## src/rtl/delta_trig_pkg.sv

```systemverilog
// Shared definitions for the delta trigger chain (delay stage and shaper).
package delta_trig_pkg;

    localparam int WW_DEF = 8;   // pulse-width setting width
    localparam int DW_DEF = 16;  // dead-time setting width
    localparam int CW_DEF = 32;  // accepted-trigger counter width
    localparam int LW_DEF = 16;  // lost-trigger counter width

    typedef enum logic [1:0] {
        IDLE  = 2'd0,
        PULSE = 2'd1,
        DEAD  = 2'd2
    } trig_state_t;

endpackage

```

## src/rtl/delta_trig_shaper_if.sv

```systemverilog
// Control/status bundle between the trigger source/slow control and the shaper.
interface delta_trig_shaper_if
    import delta_trig_pkg::*;
#(
    parameter int WW = WW_DEF,
    parameter int DW = DW_DEF,
    parameter int CW = CW_DEF,
    parameter int LW = LW_DEF
);
    logic          trig_in;
    logic [WW-1:0] width;
    logic [DW-1:0] deadtime;
    logic          enable;
    logic          veto;
    logic          cnt_clr;
    logic          trig_out;
    logic          busy;
    logic [CW-1:0] trig_cnt;
    logic [LW-1:0] lost_cnt;

    modport master (
        output trig_in, width, deadtime, enable, veto, cnt_clr,
        input  trig_out, busy, trig_cnt, lost_cnt
    );

    modport slave (
        input  trig_in, width, deadtime, enable, veto, cnt_clr,
        output trig_out, busy, trig_cnt, lost_cnt
    );
endinterface

```

## src/rtl/trig_edge_det.sv

```systemverilog
// Registers the incoming trigger and flags its rising edge; a held-high
// input produces a single one-cycle rise.
module trig_edge_det (
    input  logic clk,
    input  logic rst,
    input  logic sig_in,
    output logic rise
);
    logic sig_d;

    // previous-cycle copy of the input
    always_ff @(posedge clk or posedge rst) begin
        if (rst) sig_d <= 1'b0;
        else     sig_d <= sig_in;
    end

    assign rise = sig_in & ~sig_d;
endmodule

```

## src/rtl/delta_trig_shaper.sv

```systemverilog
// Shapes the delayed delta trigger into a fixed-width pulse followed by a
// dead time, with enable/veto gating and accepted/lost trigger counters.
//
// state | meaning
// IDLE  | waiting for an accepted trigger edge
// PULSE | trig_out high, counting down the latched width
// DEAD  | trig_out low, counting down the latched dead time
module delta_trig_shaper
    import delta_trig_pkg::*;
#(
    parameter int WW = WW_DEF,
    parameter int DW = DW_DEF,
    parameter int CW = CW_DEF,
    parameter int LW = LW_DEF
) (
    input logic               clk,
    input logic               rst,
    delta_trig_shaper_if.slave bus
);
    localparam int TW = (WW > DW) ? WW : DW;

    trig_state_t   state_q, state_d;
    logic [TW-1:0] timer_q, timer_d;
    logic [DW-1:0] dead_q,  dead_d;
    logic          trig_out_q;
    logic          busy_q;
    logic [CW-1:0] trig_cnt_q;
    logic [LW-1:0] lost_cnt_q;

    logic          evt;
    logic          accept;
    logic          lost_evt;
    logic [WW-1:0] w_eff;

    trig_edge_det u_edge (
        .clk    (clk),
        .rst    (rst),
        .sig_in (bus.trig_in),
        .rise   (evt)
    );

    assign w_eff    = (bus.width == '0) ? WW'(1) : bus.width;
    assign accept   = evt & (state_q == IDLE) & bus.enable & ~bus.veto;
    assign lost_evt = evt & bus.enable & ~accept;

    // next-state and timer reload; timers count down to zero inclusive
    always_comb begin
        state_d = state_q;
        timer_d = timer_q;
        dead_d  = dead_q;
        case (state_q)
            IDLE: begin
                if (accept) begin
                    state_d = PULSE;
                    timer_d = TW'(w_eff) - TW'(1);
                    dead_d  = bus.deadtime;
                end
            end
            PULSE: begin
                if (timer_q == '0) begin
                    if (dead_q != '0) begin
                        state_d = DEAD;
                        timer_d = TW'(dead_q) - TW'(1);
                    end else begin
                        state_d = IDLE;
                    end
                end else begin
                    timer_d = timer_q - TW'(1);
                end
            end
            DEAD: begin
                if (timer_q == '0) state_d = IDLE;
                else               timer_d = timer_q - TW'(1);
            end
            default: state_d = IDLE;
        endcase
    end

    // state register; outputs registered from the next state so trig_out
    // follows the accepting edge by one clock
    always_ff @(posedge clk or posedge rst) begin
        if (rst) begin
            state_q    <= IDLE;
            timer_q    <= '0;
            dead_q     <= '0;
            trig_out_q <= 1'b0;
            busy_q     <= 1'b0;
        end else begin
            state_q    <= state_d;
            timer_q    <= timer_d;
            dead_q     <= dead_d;
            trig_out_q <= (state_d == PULSE);
            busy_q     <= (state_d != IDLE);
        end
    end

    // accepted-trigger counter, wraps; clear wins over increment
    always_ff @(posedge clk or posedge rst) begin
        if (rst)              trig_cnt_q <= '0;
        else if (bus.cnt_clr) trig_cnt_q <= '0;
        else if (accept)      trig_cnt_q <= trig_cnt_q + CW'(1);
    end

    // lost-trigger counter, saturates at all-ones; clear wins over increment
    always_ff @(posedge clk or posedge rst) begin
        if (rst)                                 lost_cnt_q <= '0;
        else if (bus.cnt_clr)                    lost_cnt_q <= '0;
        else if (lost_evt && (lost_cnt_q != '1)) lost_cnt_q <= lost_cnt_q + LW'(1);
    end

    assign bus.trig_out = trig_out_q;
    assign bus.busy     = busy_q;
    assign bus.trig_cnt = trig_cnt_q;
    assign bus.lost_cnt = lost_cnt_q;
endmodule
```

## src/flat_wrapper.sv

```systemverilog
// flat-port wrapper written by rule: the top's interface ports become plain ports
module delta_trig_shaper_flat import delta_trig_pkg::*;
#(
    parameter int WW = WW_DEF,
    parameter int DW = DW_DEF,
    parameter int CW = CW_DEF,
    parameter int LW = LW_DEF
)
  (clk, rst, bus_trig_in, bus_width, bus_deadtime, bus_enable, bus_veto, bus_cnt_clr, bus_trig_out, bus_busy, bus_trig_cnt, bus_lost_cnt);
  delta_trig_shaper_if #(.WW(WW), .DW(DW), .CW(CW), .LW(LW)) bus_i ();
  input logic clk;
  input logic rst;
  input wire logic [$bits(bus_i.trig_in)-1:0] bus_trig_in;
  input wire logic [$bits(bus_i.width)-1:0] bus_width;
  input wire logic [$bits(bus_i.deadtime)-1:0] bus_deadtime;
  input wire logic [$bits(bus_i.enable)-1:0] bus_enable;
  input wire logic [$bits(bus_i.veto)-1:0] bus_veto;
  input wire logic [$bits(bus_i.cnt_clr)-1:0] bus_cnt_clr;
  output wire logic [$bits(bus_i.trig_out)-1:0] bus_trig_out;
  output wire logic [$bits(bus_i.busy)-1:0] bus_busy;
  output wire logic [$bits(bus_i.trig_cnt)-1:0] bus_trig_cnt;
  output wire logic [$bits(bus_i.lost_cnt)-1:0] bus_lost_cnt;
  assign bus_i.trig_in = bus_trig_in;
  assign bus_i.width = bus_width;
  assign bus_i.deadtime = bus_deadtime;
  assign bus_i.enable = bus_enable;
  assign bus_i.veto = bus_veto;
  assign bus_i.cnt_clr = bus_cnt_clr;
  assign bus_trig_out = bus_i.trig_out;
  assign bus_busy = bus_i.busy;
  assign bus_trig_cnt = bus_i.trig_cnt;
  assign bus_lost_cnt = bus_i.lost_cnt;
  delta_trig_shaper #(.WW(WW), .DW(DW), .CW(CW), .LW(LW)) u_core (.clk(clk), .rst(rst), .bus(bus_i));
endmodule
```

## config.mk

```make
export PLATFORM = sky130hd
export DESIGN_NAME = delta_trig_shaper_flat
export DESIGN_NICKNAME = d
export VERILOG_FILES = /design/src/rtl/delta_trig_pkg.sv /design/src/rtl/delta_trig_shaper_if.sv /design/src/rtl/trig_edge_det.sv /design/src/rtl/delta_trig_shaper.sv /design/src/flat_wrapper.sv
export SDC_FILE = /design/constraint.sdc
export NUM_CORES = 1
export LEC_CHECK = 0
export CORE_AREA = 5 5 117 119
export CTS_CLUSTER_DIAMETER = 200
export CTS_CLUSTER_SIZE = 12
export DETAILED_ROUTE_END_ITERATION = 7
export DIE_AREA = 0 0 122 124
export GPL_ROUTABILITY_DRIVEN = 0
export PLACE_DENSITY = 0.59
export SYNTH_ARGS = -nofsm -noshare
export SYNTH_HDL_FRONTEND = slang
export SYNTH_HIERARCHICAL = 1
export SYNTH_SLANG_ARGS = --single-unit
```

## constraint.sdc

```tcl
create_clock -name clk -period 2.9 [get_ports clk]
set_input_delay 0.29 -clock clk [delete_from_list [all_inputs] [get_ports clk]]
set_output_delay 0.29 -clock clk [all_outputs]
set_load 0.01 [all_outputs]
```

Word level (Yosys, flattened, before mapping)

Cells that the tools add are included.

Bits in registers: 85
Bits in latches: 0
Bits in writable memories: 0
Bits in read-only memories: 0
Bits of input ports: 30
Output and inout bits: 50
Word-level logic and storage cells: 55
Memories kept: 0

$add $sub $neg: 5
$mul: 0
Divide/modulo/power cells: 0
$lt $le $gt $ge: 0
Equality and inequality tests: 7
Shift operators: 0
Multiplexer cells: 15
Bitwise operators: 9
Reductions and logical operators: 11

Operator list:

| operator                                            | count |
|---|---|
| two-way mux 16 bit                                  | 6 |
| two-way mux 32 bit                                  | 2 |
| one-hot mux 16 bit (3 select lines)                 | 1 |
| adder 32 x 1 -> 32 bit (second input constant)      | 1 |
| subtractor 16 x 1 -> 16 bit (second input constant) | 2 |
| adder 16 x 1 -> 16 bit (second input constant)      | 1 |
| logical NOT 16 bit                                  | 1 |
| != test 16 bit (second input constant)              | 1 |
| nonzero test 16 bit                                 | 1 |
| subtractor 8 x 1 -> 9 bit (second input constant)   | 1 |
| logical NOT 8 bit                                   | 1 |
| two-way mux 2 bit                                   | 4 |
| two-way mux 8 bit                                   | 1 |
| AND 1 bit                                           | 6 |
| one-hot mux 2 bit (3 select lines)                  | 1 |
| nonzero test 2 bit                                  | 3 |
| == test 2 x 1 -> 1 bit (second input constant)      | 2 |
| AND reduction 4 bit                                 | 1 |
| != test 3 bit (second input constant)               | 1 |
| inverter 1 bit                                      | 3 |
| nonzero test 3 bit                                  | 1 |
| == test 2 bit (second input constant)               | 1 |
| logical NOT 2 bit                                   | 1 |
| != test 2 x 1 -> 1 bit (second input constant)      | 1 |
| 3 further kinds                                     | 3 |

Depth between registers and ports, before layout

Gate-level depths: netlist (run 1).

Depth in word-level cells: 10
Mapped depth: 10
Gate-level depth less buffers: 9

Cells and area by module

The synthesis (run 1) kept the hierarchy.

By module, submodules not included:

| module            | instances | cells each | area an instance (µm²) | seq. area each (µm²) |
|---|---|---|---|---|
| delta_trig_shaper | 1         | 550        | 4864.7                 | 2102.0 |
| trig_edge_det     | 1         | 3          | 42.5                   | 25.0 |

Worst setup path after synthesis (run 1)

OpenSTA, ideal clock, no wires.

Path kind: flip-flop to flip-flop
Start: register u_core.timer_q[7]
End: register u_core.timer_q[5]
Setup time: 0.129 ns
Arrival: 2.381 ns
Data required time: 2.771 ns
Slack: 0.390 ns
Cell stages (with the launch flop): 8
Path buffers: 1
Clock period less this slack: 2.510 ns
Cell sequence: dfrtp_1 > buf_6 > or4_4 > or4_4 > nor2_4 > mux2_1 > a221oi_1 > o31ai_1

Longest elaborated chain between the ends: 3
Elaborated cells between the ends (all ways): 6
Classes of those cells: eq/ne: 2; mux: 2; reduce/logical: 2

Ends and longest elaborated chain:

| item                                                                                        | line                                             | text |
|---|---|---|
| start: declaration                                                                          | delta_trig_shaper.sv:23                          | `logic [TW-1:0] timer_q, timer_d;` |
| start signal: assignment                                                                    | delta_trig_shaper.sv:90                          | `timer_q <= timer_d;` |
| logical NOT 16 bit *                                                                        | delta_trig_shaper.sv:60, delta_trig_shaper.sv:72 |  |
| != test 3 bit (no source line), or another cell as far along                                | --                                               |  |
| AND reduction 4 bit (no source line) or one-hot mux 16 bit (3 select lines) (tied branches) | --                                               |  |

Mark *: on every way between the ends. The rest lies on a longest branch, timed or not.
A chain may end at the register's enable or synchronous reset.

Worst setup path in the final report (run 1)

Start: register u_core.timer_q[8]
End: register u_core.timer_q[9]

Longest elaborated chain between the ends: 3
Elaborated cells between the ends (all ways): 8
Classes of those cells: add/sub: 1; eq/ne: 2; mux: 3; reduce/logical: 2

Ends and longest elaborated chain:

| item                                                                       | line                    | text |
|---|---|---|
| subtractor 16 x 1 -> 16 bit or logical NOT 16 bit (tied branches)          | --                      |  |
| two-way mux 16 bit, or another cell as far along                           | delta_trig_shaper.sv:72 | `if (timer_q == '0) state_d = IDLE;` |
| one-hot mux 16 bit (3 select lines) or AND reduction 4 bit (tied branches) | --                      |  |

Parallel ways exist; a longest one is shown, timed or not. The select of a mux whose other input is x is not followed.

==> results of run 1 <==
## sequential cells by signal (all words and copies together) (netlist names)
register and count:
u_core/u_edge/sig_d 1, u_core/bus.lost_cnt 16, u_core/state_q 2, u_core/bus.trig_out 1, u_core/bus.busy 1, u_core/timer_q 16, u_core/bus.trig_cnt 32, u_core/dead_q 16
## placed cells by master, fill, tap and decap left out, types with 3 or more instances in the layout
cell type	instances
or2_2	3
and3_1	11
and2_1	6
nand4b_1	3
o31ai_1	5
o22ai_1	4
clkdlybuf4s50_1	79
inv_6	3
nor3_1	13
a211oi_1	4
o21ai_1	7
nand2_1	83
a21oi_1	12
or3_1	6
clkbuf_16	9
nand4_1	20
xor2_1	46
a31oi_1	4
xnor2_1	18
nor2_1	69
nor4_1	9
ha_1	10
dfrtp_1	85
and4_1	4
o21ai_0	19
nand3_1	25
inv_1	17
buf_4	19
a221o_1	4
## cell type report
class	count	area, µm²
Clock buffer	10	239.0
Clock inverter	6	68.82
Fill cell	1204	6192
Inverter	18	68.82
Multi-Input combinational cell	429	2621
Sequential cell	85	2127
Tap cell	172	215.2
Timing Repair Buffer	98	933.4
## power by group through the flow
| stage | clock (mW) | combinational [mW] | sequential, mW |
|---|---|---|---|
| finish | 1.18 | 1.71 | 1.58 |
| floorplan | 0 | 1.23 | 1.56 |
| CTS | 1.23 | 1.71 | 1.58 |
| global route | 1.27 | 1.91 | 1.62 |
| global placement | 0 | 1.69 | 1.60 |
| detailed placement | 0 | 1.70 | 1.61 |
## routing by layer
metal	vias to the layer above	GRT usage, %	routed length (µm)
met3	17	4.905	663
li1	2119	-	-
met5	-	0	11
met4	2	6.303	218
met1	2057	23.72	5882
met2	89	27.38	5959
## logic make-up after synthesis
kind of cell,Yosys count
simple gates,272
flops,85
compound gates,79
xor+xnor,64
buf+inv,39
fa+ha+maj,10
mux,4
## metrics by stage
step / setup TNS (ns) / worst slack (ns)
floorplan: 0 / 0.3900
global placement: 0 / 0.01524
detailed placement: -0.1437 / -0.06040
CTS: 0 / 0.2768
global route: 0 / 0.03951
finish: 0 / 0.2534
## worst max path at each step
| stage | end | slack [ns] | cells past startpoint |
|---|---|---|---|
| after CTS | u_core/timer_q[9] | 0.28 | 7 |
| after global placement | u_core/timer_q[12] | 0.02 | 10 |
| after global routing | u_core/timer_q[12] | 0.04 | 10 |
| after floorplan | u_core/timer_q[5] | 0.39 | 7 |
| after detailed placement | u_core/timer_q[12] | -0.06 | 10 |
| final | u_core/timer_q[9] | 0.25 | 7 |
==> metrics.cfg, run 1 <==
[outcome]
status = finished clean

[synthesis]
synth-edff-count = 0
syn_area_per_cell_um2 = 8.874
synth_simple_gate_area_share_pct = 27.46
yosys-top-cells-count = dfrtp_1, nand2_1, nor2_1
synth-compound-area-share_pct = 10.99
yosys-top-cells-area = dfrtp_1, xor2_1, nand2_1, nor2_1, xnor2_1
muxShareOfSynthArea_pct = 0.8669
synth.most_common_cell = dfrtp_1
yosysTopAreaCell = dfrtp_1
synth-seq-cells = 85
synth-adder-area-share_pct = 2.550
netlist.area_leader.share_pct = 43.35
synthArstFlopShare_pct = 100.0
synth_cell_types = 61
synth.cell_area_mm2 = 0.004907
seq_area_frac_synth_pct = 43.35
synth_top_family_by_area = simple AND/OR/NAND/NOR gates
synth_warnings = 6
ys.flop_type = dfrtp_1
syn_inst = 553
syn_nets = 593
synth_xor_area_share_pct = 11.42

[sta]
hold_viol = 0
setup_viol = 0
rsz0062_at_grt = false
finalMaxSlewViolations = 0
fin_skew_ns = 0.005461
fin_hold_ws_ns = 0.1480
min_period_over_period_pct = 91.26
fmax_mhz = 377.8
tightest_slew_ns = 1.085
finalCriticalPeriod_ns = 2.647
relSlewSlack_pct = 27.00

[final_layout]
final_cell_area_mm2 = 0.006274
syn_to_final_growth_pct = 27.84
drive_above_1_share_pct = 8.204
fin_util_pct = 50.33
fin_cells = 818
diodes = 0
final_nets = 681

[setup_path]
end_kind = flop
crit_type = flop to flop
arrival_ns = 2.87
r2r-start = u_core/timer_q[8]
start_kind = flop
critPathMaxFanout = 12
critPathMostFrequentCell = or4_4
worstReg2RegEnd = u_core/timer_q[9]
cp_top_family = simple AND/OR/NAND/NOR gates
slowest_delay_ns = 0.57
cp_cell_sequence = or4_4 > or4_4 > o311ai_4 > buf_4 > a21oi_1 > o21ai_0 > nand2_1
cp.required_ns = 3.12
r2r_setup_slack_ns = 0.25
crit_buf_inv = 1
worst_r2r_path_depth = 7
cp_slowest_cell = or4_4
critPathLaunch = u_core/timer_q[8]

[floorplanning]
dieArea_mm2 = 0.01513
io_pins = 80
coreArea_mm2 = 0.01247
die_h_um = 124
die_w_um = 122
row_count = 41
start_util_pct = 39.37

[route]
drt-vias-per-instance = 5.237
num_vias = 4284
drt_iter0_markers = 244
drc = 0
drt_pre_antenna_iters = 4
ant_nets = 0
totalWireLength_mm = 12.74
detail_route.wl_per_cell_um = 15.57

[clocking]
cts_tree = built
cts_resized = 0
clk_latency_ns = 0.34
cts_buffer_depth = 2
clkTransAtPathRegs_ns = 0.06
ctsHtreeMaxLevel = 3
cts.sinks = 85
ctsHoldBuffers = 0
cts_buffers = 9
postCtsSetupBuffers = 0
root_buffer = clkbuf_16

[placed_design]
dp_cells = 802
io_buffers = 79
dp_hpwl_mm = 9.344
dpl_cell_area_mm2 = 0.005966

[global_route]
overflow = 0
track_usage_pct = 17.65
grt_start_max_net_pins = 49
grt_pass1_vias = 4243
grt_pass1_wl_mm = 21.18
antenna_found_initial = 1

[power_and_ir_drop]
pwr-share-seq_pct = 35.4
switching_power_mw = 1.676
p_int_mw = 2.799
switching_share_pct = 37.45
ir_drop_uv = 277.2
combinationalPowerShare_pct = 38.2
powerDensity_mw_per_mm2 = 713.3
p_leak_nw = 2.686
power_mw = 4.475
p_clk_share_pct = 26.4

[worst_hold_path]
hp-class = input pin to async pin

[flow_run]
cap_violations = 0

No activity file was read; power rests on OpenSTA's default activity.
==> inputs of run 2 (changes only) <==
CORE_AREA = 2 2 114 116   (was 5 5 117 119)
DIE_AREA = 0 0 116 118   (was 0 0 122 124)
GPL_ROUTABILITY_DRIVEN = unset   (was 0)
==> run 2 against run 1 <==
Effect of this change:
- first-iteration DRC count rose by 12%
- sequential cell count is the same
- critical endpoint is now u_core/timer_q[5]
- die area decreased by 9.5%
- highest routed layer is now met4
==> metrics.cfg, run 2 (synthesized netlist as in run 1, its figures left out) <==
[power_and_ir_drop]
switching_share_pct = 38.82
pwr-share-seq_pct = 36.6
p_leak_nw = 2.652
combinationalPowerShare_pct = 38.8
switching_power_mw = 1.705
ir_drop_uv = 282.6
power_mw = 4.392
p_int_mw = 2.687
p_clk_share_pct = 24.7
powerDensity_mw_per_mm2 = 706.0

[floorplanning]
coreArea_mm2 = 0.01241
die_h_um = 118
start_util_pct = 39.53
die_w_um = 116
io_pins = 80
row_count = 41
dieArea_mm2 = 0.01369

[final_layout]
final_cell_mix = dfrtp_1, nand2_1, clkdlybuf4s50_1
n_fill_cell = 1219
syn_to_final_growth_pct = 26.77
drive_above_1_share_pct = 7.465
layout_commonest_cell = dfrtp_1
largest_reg_flops = 32
fin_util_pct = 50.11
fin_cells = 815
diodes = 0
final_nets = 678

[sta]
fin_ws_ns = 0.2278
fin_skew_ns = 0.008521
relSlewSlack_pct = 54.61
setup_viol = 0
fin_hold_ws_ns = 0.1354
min_period_over_period_pct = 92.15
rsz0062_at_grt = false
tightest_slew_ns = 0.6800
finalCriticalPeriod_ns = 2.672
fmax_mhz = 374.2
finalMaxSlewViolations = 0
hold_viol = 0

[flow_run]
cap_violations = 0

[global_route]
grt_pass1_wl_mm = 21.98
grt_pass1_vias = 4405
track_usage_pct = 20.03
overflow = 0
antenna_found_initial = 0
grt_start_max_net_pins = 49

[placed_design]
io_buffers = 79
place.gp.congestion = 0.8529
dp_hpwl_mm = 9.320
post-place-ws_ns = -0.03516
dp_cells = 799

[clocking]
cts_tree = built
ctsHtreeMaxLevel = 3
postCtsSetupBuffers = 0
cts_buffer_depth = 2
cts_resized = 0
cts.sinks = 85
clk_latency_ns = 0.34
cts_buffers = 9
root_buffer = clkbuf_16
clkTransAtPathRegs_ns = 0.06
ctsHoldBuffers = 0

[route]
drt_iter0_markers = 274
num_vias = 4319
detail_route.wl_per_cell_um = 15.76
ant_nets = 0
totalWireLength_mm = 12.85
drt-vias-per-instance = 5.299
drc = 0
drt_pre_antenna_iters = 4

[setup_path]
r2r-start = u_core/timer_q[7]
arrival_ns = 2.89
crit_type = flop to flop
start_kind = flop
critPathLaunch = u_core/timer_q[7]
critPathMaxFanout = 9
worst_r2r_path_depth = 6
cp.required_ns = 3.12
end_kind = flop

[worst_hold_path]
hp-class = input pin to async pin

[outcome]
status = finished clean

==> run 2: cell count changes in the layout (fill, tap and decap cells not counted), sizes merged <==
| cell | before | now |
|---|---|---|
| clkbuf | 10 | 13 |
| bufinv | 1 | 0 |
| inv | 20 | 17 |
| buf | 19 | 16 |
| clkinv | 2 | 3 |
==> run 2: worst max-delay path, stage by stage (launching register included) <==
cell,delay (ns)
dfrtp_1,0.46
or4_4,0.61
or4_4,0.49
nor2_4,0.28
mux2_1,0.35
a221oi_1,0.26
o31ai_1,0.11
==> run 2: layout make-up <==
type / instances / area, µm² / area share [%]
multi-input cells: 429 / 2628 / 42.24
flip-flops and latches: 85 / 2127 / 34.19
repair buffers: 95 / 910.9 / 14.64
clock buffers: 13 / 250.2 / 4.023
well taps: 172 / 215.2 / 3.459
inverters: 18 / 68.82 / 1.106
clock inverters: 3 / 21.27 / 0.3419
==> run 2: path summary, 6_finish.rpt <==
path	slack, ns	to
worst max-delay path	0.23	u_core/timer_q[5]
worst min-delay path	0.14	u_core/u_edge/sig_d
worst max register to register	0.23	u_core/timer_q[5]
worst min register to register	0.54	u_core/dead_q[15]
max in group asynchronous	1.72	u_core/bus.lost_cnt[6]
min in group clk	0.43	u_core/u_edge/sig_d
==> run 2: power by group through the flow <==
stage / clock network (mW) / logic, mW / registers [mW]
2_1_floorplan: 0 / 1.23 / 1.56
3_3_place_gp: 0 / 1.66 / 1.61
3_5_place_dp: 0 / 1.69 / 1.63
4_1_cts: 1.11 / 1.70 / 1.61
5_1_grt: 1.16 / 1.90 / 1.64
6_report: 1.08 / 1.70 / 1.61
==> run 2: per-stage QoR <==
stage          setup TNS [ns]  area (µm²)
2_1_floorplan               0        4907
3_3_place_gp                0        5943
3_5_place_dp         -0.06839        5943
4_1_cts                     0        6215
5_1_grt                     0        6221
6_report                    0        6221
==> run 2: layer usage <==
layer | global-route usage [%] | vias up | wire (µm)
met5 | 0 | - | 0
met4 | 7.664 | 0 | 297
met3 | 4.428 | 19 | 699
met2 | 31.40 | 106 | 5966
met1 | 26.87 | 2084 | 5883
li1 | - | 2110 | -
==> inputs of run 3 (changes only) <==
REMOVE_ABC_BUFFERS = 1   (was unset)
==> run 3 against run 2 <==
Effect of this change:
- worst hold slack better by 0.0018 ns
- global-route usage is 0.59 points lower
- fmax is 0.44% lower
- via count is 1.7% lower
- critical path type unchanged
==> metrics.cfg, run 3 (synthesized netlist as in run 1, its figures left out) <==
[placed_design]
place.gp.congestion = 0.8952
post-place-ws_ns = -0.05083
dp_hpwl_mm = 9.007
io_buffers = 79

[sta]
rsz0062_at_grt = false
min_period_over_period_pct = 92.56
fin_skew_ns = 0.004915
hold_viol = 0
relSlewSlack_pct = 36.44
finalMaxSlewViolations = 0
setup_viol = 0
fin_ws_ns = 0.2159
finalCriticalPeriod_ns = 2.684
fmax_mhz = 372.6
tightest_slew_ns = 0.9446
fin_hold_ws_ns = 0.1373

[clocking]
cts.sinks = 85
ctsHtreeMaxLevel = 3
clk_latency_ns = 0.34
postCtsSetupBuffers = 0
cts_buffers = 9
cts_resized = 0
clkTransAtPathRegs_ns = 0.06
root_buffer = clkbuf_16
cts_buffer_depth = 2
cts_tree = built
ctsHoldBuffers = 0

[route]
num_vias = 4247
drt-vias-per-instance = 5.230
drc = 0
drt_pre_antenna_iters = 4
totalWireLength_mm = 12.52
detail_route.wl_per_cell_um = 15.42
drt_iter0_markers = 225
ant_nets = 0

[power_and_ir_drop]
ir_drop_uv = 332.6
p_leak_nw = 2.670
powerDensity_mw_per_mm2 = 720.8

[setup_path]
cp.required_ns = 3.11
crit_type = flop to flop
critPathMaxFanout = 9
worstReg2RegEnd = u_core/timer_q[5]
arrival_ns = 2.90
end_kind = flop
start_kind = flop
r2r-start = u_core/timer_q[8]
worst_r2r_path_depth = 6
r2r_setup_slack_ns = 0.22

[global_route]
antenna_found_initial = 0
grt_pass1_vias = 4296
track_usage_pct = 19.44
overflow = 0
grt_start_max_net_pins = 49
grt_pass1_wl_mm = 21.14

[flow_run]
cap_violations = 0

[worst_hold_path]
hp-class = input pin to async pin

[final_layout]
final_nets = 675
multi_input_area_mm2 = 0.002621
drive_above_1_share_pct = 7.187
layout_commonest_cell = dfrtp_1
syn_to_final_growth_pct = 27.36
largest_reg_flops = 32
n_fill_cell = 1243
ff_latch_area_mm2 = 0.002127
diodes = 0
final_cell_mix = dfrtp_1, nand2_1, clkdlybuf4s50_1

[floorplanning]
coreArea_mm2 = 0.01241
die_w_um = 116
start_util_pct = 39.53
io_pins = 80
die_h_um = 118
row_count = 41
dieArea_mm2 = 0.01369

[outcome]
status = finished clean

-- run 3: per-layer routing --
layer	vias to the layer above	track usage [%]	part of all wire [%]
met5	-	0	0
met4	0	5.878	1.1
met3	11	6.334	5.7
met2	86	30.56	48
met1	2056	25.42	45
li1	2094	-	-
-- run 3: worst max path at each step --
| stage | start | slack [ns] | to |
|---|---|---|---|
| after floorplan | u_core/state_q[1] | -0.11 | u_core/bus.trig_cnt[30] |
| after global placement | bus_width[4] | 0.09 | u_core/timer_q[14] |
| after detailed placement | bus_width[4] | -0.05 | u_core/timer_q[12] |
| after CTS | u_core/timer_q[8] | 0.25 | u_core/timer_q[5] |
| after global routing | bus_width[4] | 0.07 | u_core/timer_q[12] |
| final | u_core/timer_q[8] | 0.22 | u_core/timer_q[5] |
-- run 3: report_power, final --
group	switching (mW)	total (mW)	internal, mW
clock	0.469	1.22	0.755
sequential	0.208	1.58	1.38
combinational	0.990	1.70	0.707
total	1.67	4.50	2.84
-- run 3: stage by stage --
stage	instances	cell area, µm²	util, %	TNS (ns)	total power, mW
3_3_place_gp	796	5933	47.79	0	3.259
3_5_place_dp	796	5933	47.79	-0.07916	3.292
2_1_floorplan	532	4810	-	-1.421	2.727
6_report	812	6250	50.34	0	4.505
4_1_cts	812	6250	50.34	0	4.546
5_1_grt	812	6250	50.34	0	4.828
-- run 3: area by class of cell --
| type | count | area share (%) |
|---|---|---|
| clock buffers | 10 | 3.664 |
| flip-flops and latches | 85 | 34.03 |
| inverters | 18 | 1.101 |
| clock inverters | 6 | 1.401 |
| well taps | 172 | 3.443 |
| multi-input cells | 429 | 41.94 |
| repair buffers | 92 | 14.41 |
-- run 3: worst max-delay path: stages (launching register included) --
cell and delay [ns]:
dfrtp_1 0.43, or4_4 0.57, or4_4 0.48, nor2_4 0.27
mux2_1 0.36, a221oi_1 0.32, o31ai_1 0.12
